==> src/rtl/if_id_queue.sv <==
// if_id_queue: IF/ID stage pairing each ROM response with its PC, buffered in a FIFO toward decode.
// Ports:
//   clk, rst          clock, synchronous active-high reset
//   stall[5:0]        bit0 PC, bit1 IF/ID, bit2 ID (1 = stop); bits 5:3 unused here
//   flush             discard everything fetched
//   if_pc, if_ce      PC and ROM chip enable from the PC register
//   rom_rdata         ROM data for the address presented the previous cycle
//   fq_stall          back-pressure into stall[0], combinational from registers only
//   id_pc/id_inst/id_valid  registered triple presented to decode
//   fetch_cnt/bubble_cnt    delivery/bubble counters, built only with IF_ID_QUEUE_STATS_EN (else 0)
module if_id_queue #(
  parameter int DEPTH = 4,
  parameter int AW    = 2
) (
  input  logic        clk,
  input  logic        rst,
  input  logic [5:0]  stall,
  input  logic        flush,
  input  logic [31:0] if_pc,
  input  logic        if_ce,
  input  logic [31:0] rom_rdata,
  output logic        fq_stall,
  output logic [31:0] id_pc,
  output logic [31:0] id_inst,
  output logic        id_valid,
  output logic [31:0] fetch_cnt,
  output logic [31:0] bubble_cnt
);
  localparam logic [AW:0] full = (AW+1)'(DEPTH);
  logic          inflight_q;
  logic [31:0]   req_pc_q;
  logic [63:0]   mem [DEPTH];
  logic [AW-1:0] rd_ptr, wr_ptr;
  logic [AW:0]   count;
  logic          req, pop, push, bubble;
  logic          unused;
  assign unused   = ^stall[5:3];
  assign req      = if_ce & ~stall[0] & ~flush;
  assign fq_stall = (count + (AW+1)'(inflight_q)) >= full;
  assign pop      = ~flush & ~stall[1] & (count != '0);
  assign bubble   = ~flush & (stall[1] ? ~stall[2] : (count == '0));
  // a push into a full FIFO is accepted only if the head leaves on the same edge
  assign push     = inflight_q & ~flush & ((count != full) | pop);
  always_ff @(posedge clk)
    if (push & ~rst) mem[wr_ptr] <= {req_pc_q, rom_rdata};
  always_ff @(posedge clk) begin
    if (rst) begin
      inflight_q <= 1'b0;
      req_pc_q   <= '0;
      rd_ptr     <= '0;
      wr_ptr     <= '0;
      count      <= '0;
      id_pc      <= '0;
      id_inst    <= '0;
      id_valid   <= 1'b0;
    end else begin
      inflight_q <= req;
      if (req) req_pc_q <= if_pc;
      if (flush) begin
        rd_ptr   <= '0;
        wr_ptr   <= '0;
        count    <= '0;
        id_pc    <= '0;
        id_inst  <= '0;
        id_valid <= 1'b0;
      end else begin
        if (push) wr_ptr <= wr_ptr + 1'b1;
        if (pop) begin
          {id_pc, id_inst} <= mem[rd_ptr];
          id_valid         <= 1'b1;
          rd_ptr           <= rd_ptr + 1'b1;
        end else if (bubble) begin
          id_pc    <= '0;
          id_inst  <= '0;
          id_valid <= 1'b0;
        end
        count <= count + (AW+1)'(push) - (AW+1)'(pop);
      end
    end
  end
`ifdef IF_ID_QUEUE_STATS_EN
  always_ff @(posedge clk) begin
    if (rst) begin
      fetch_cnt  <= '0;
      bubble_cnt <= '0;
    end else begin
      if (pop) fetch_cnt <= fetch_cnt + 1'b1;
      if (bubble) bubble_cnt <= bubble_cnt + 1'b1;
    end
  end
`else
  assign fetch_cnt  = '0;
  assign bubble_cnt = '0;
`endif
endmodule

==> config.mk <==
export PLATFORM = sky130hd
export DESIGN_NAME = if_id_queue
export DESIGN_NICKNAME = d
export VERILOG_FILES = /design/src/rtl/if_id_queue.sv
export SDC_FILE = /design/constraint.sdc
export NUM_CORES = 1
export LEC_CHECK = 0
export CORE_ASPECT_RATIO = 0.7
export CORE_MARGIN = 3
export CORE_UTILIZATION = 50
export CTS_BUF_LIST = sky130_fd_sc_hd__clkbuf_2 sky130_fd_sc_hd__clkbuf_4 sky130_fd_sc_hd__clkbuf_8
export CTS_CLUSTER_DIAMETER = 40
export DETAILED_ROUTE_END_ITERATION = 10
export PLACE_DENSITY = 0.78
export SLEW_MARGIN = 20
export SYNTH_ARGS = -nofsm -noshare
export SYNTH_HDL_FRONTEND = slang
export SYNTH_SLANG_ARGS = --single-unit
==> constraint.sdc <==
create_clock -name clk -period 3.29 [get_ports clk]
set_clock_uncertainty 0.05 [all_clocks]
set_input_delay 0.987 -clock clk [delete_from_list [all_inputs] [get_ports clk]]
set_output_delay 0.987 -clock clk [all_outputs]
set_load 0.03 [all_outputs]
==> out/results.tsv <==
metric	value	unit
status	finished clean	
ir_worst_vdd	279	uV
hold_viol_final	0	
start_util	51.3	%
n_antenna_cell	0	
ctsHtreeMaxLevel	2	
min_path_type	flip-flop to flip-flop	
cts.sinks	363	
fp-row-count	49	
crit_arrival	1980	ps
drv_cap	0	
drt_pass1_iterations	4	
gr-total-overflow	0	
slew_headroom	35.6	%
total_power	9070	uW
reg2reg_depth	8	
rr_endpoint	count[2]	
grt_pass1_vias	6958	
hold_start	id_pc[24]	
p_seq_share	54.1	%
synthDistinctLibCells	32	
yosys_warnings	0	
grt_usage	18.0	%
clockRootBuffer	clkbuf_8	
drv_slew	0	
io_buffers	136	
clk_latency	580	ps
drc	0	
cpLargestDelayFamily	buffers and inverters	
min_period	3020	ps
grt_max_degree	65	
placedInstanceArea	15000	um2
cts_setup_buffers	0	
switching_share	20.1	%
grt_antenna_before_repair	0	
syn_to_final_growth	21.3	%
drtIter0Drc	398	
core-area	25900	um2
p_int	7240	uW
synth_area	13300	um2
synth_area_per_cell	18.0	um2
slowest_delay	690	ps
yosysSeqAreaShare	73.9	%
path_buf_inv	1	
cts_tree	yes	
clockBufferDepth	3	
post_cts_resize_count	0	
cp_slowest_cell	clkdlybuf4s50_1	
viasPerCell	5.16	
worstMarginPinSlew	966	ps
ys_ff_latch	363	
place_congestion	0.721	
min_to	id_pc[24]	
clockPowerShare	42.7	%
end_kind	output pin	
holdPathStages	1	
r2r_start	count[1]	
crit_chain	nand3_1 -> xnor2_1 -> clkdlybuf4s50_1	
fmax	331	MHz
rsz0062_at_grt	no	
cts_made_buffers	52	
setup-violations-final	0	
wirelength	25700	um
dp_hpwl	15000	um
finalNetCount	991	
syn_inst	741	
die_w	201	um
final_core_util	62.2	%
crit_path_start_kind	flip-flop	
rrSetupSlack	800	ps
wire_per_inst	19.7	um
path_max_fanout	5	
die-area	28600	um2
clk_pin_slew	70	ps
detail-route-antenna-nets	0	
design_area	16100	um2
powerDensity	562	nW/um2
vias	6751	
power_frac_comb	3.1	%
setup_tns	0	ps
fin_crit_sh	91.7	%
layout-drive-gt1-share	19.7	%
critical_path_class	flip-flop to output pin	
p_sw	1830	uW
hold_buffers	0	
cp_data_required_time	2250	ps
power.leakage	0.00538	uW
grt_pass1_wl	39900	um
die-height	142	um
boundaryPins	204	
[layer usage]
layer / routed length, um / GRT usage (%)
met3: 1600 / 4.23
met1: 11400 / 25.6
met5: 0 / 0
met4: 354 / 4.77
met2: 12400 / 28.6
[through the flow]
step / setup slack, ps / cells / hold WS [ps]
5_1_grt: 151 / 1308 / 443
2_1_floorplan: 502 / 804 / 398
6_report: 273 / 1308 / 425
3_3_place_gp: 231 / 1214 / 403
4_1_cts: 238 / 1308 / 432
3_5_place_dp: 183 / 1214 / 413
[cells by family (layout without fill, tap and decap cells)]
| kind of cell | count (synthesis) | after routing | synth area share, % |
|---|---|---|---|
| AOI/OAI and AO/OA | 104 | 104 | 5.77 |
| xor gates and xnor gates | 3 | 3 | 0.197 |
| adders and majority gates | 6 | 6 | 0.621 |
| buffers and inverters | 107 | 254 | 5.35 |
| DFF | 363 | 363 | 73.9 |
| muxes | 66 | 66 | 11.0 |
| other | 1 | 64 | 0.0282 |
| and+or+nand+nor | 91 | 91 | 3.16 |
[cell type report]
| type | instances | area [um2] |
|---|---|---|
| tap | 357 | 447 |
| sequential | 363 | 9840 |
| multi-input combinational | 334 | 3020 |
| clock inverter | 17 | 208 |
| fill | 1829 | 9790 |
| clock buffer | 77 | 953 |
| inverter | 4 | 15.0 |
| timing repair buffer | 156 | 1660 |
[flip-flops by register name, indices dropped and copies added, names as in the netlist, named ones only]
signal	flops
id_pc	32
id_valid	1
rd_ptr	2
inflight_q	1
id_inst	32
count	3
mem	256
wr_ptr	2
req_pc_q	32
[Yosys cell counts, drive strengths merged]
library cell	count	area, um2
or2	1	6.26
or3b	2	17.5
nor2	4	15.0
o31ai	2	15.0
nor3b	2	15.0
ha	5	62.6
or3	1	6.26
nand2b	1	6.26
buf	80	611
inv	4	15.0
clkbuf	23	86.3
fa	1	20.0
edfxtp	256	7690
nand3	1	5.00
xnor2	3	26.3
and2	6	37.5
and3	2	12.5
a22o	64	561
o21a	1	7.51
mux2	2	22.5
or4	2	15.0
mux4	64	1440
o21ai	2	10.0
dfxtp	107	2140
conb	1	3.75
and4bb	1	12.5
nor3	4	31.3
nand2	64	240
a21oi	35	175
[worst max path at each step]
| stage | slack, ps | to | cells past startpoint | start |
|---|---|---|---|---|
| after floorplan | 500 | mem[0][0] | 3 | stall[1] |
| after CTS | 240 | fq_stall | 3 | count[1] |
| after detailed placement | 180 | count[1] | 6 | flush |
| after global routing | 150 | fq_stall | 3 | count[1] |
| after global placement | 230 | mem[1][34] | 5 | flush |
| final | 270 | fq_stall | 3 | count[1] |
[cell usage in the layout (no fill, tap or decap), types with 6 or more instances in the layout]
cell type,count
edfxtp_1,256
clkinv_2,6
a21oi_1,35
nand2_1,64
dfxtp_1,105
a22o_1,64
clkdlybuf4s50_1,136
buf_4,8
mux4_2,64
clkbuf_8,60
clkbuf_4,17
conb_1,64
buf_12,12
[power by group through the flow]
stage / logic [uW] / registers [uW] / clock network (uW)
floorplan: 207 / 5010 / 0
global placement: 279 / 5010 / 0
detailed placement: 283 / 5010 / 0
CTS: 285 / 4910 / 3970
global route: 306 / 4910 / 4190
finish: 285 / 4910 / 3880
(Power assumes the default switching activity.)
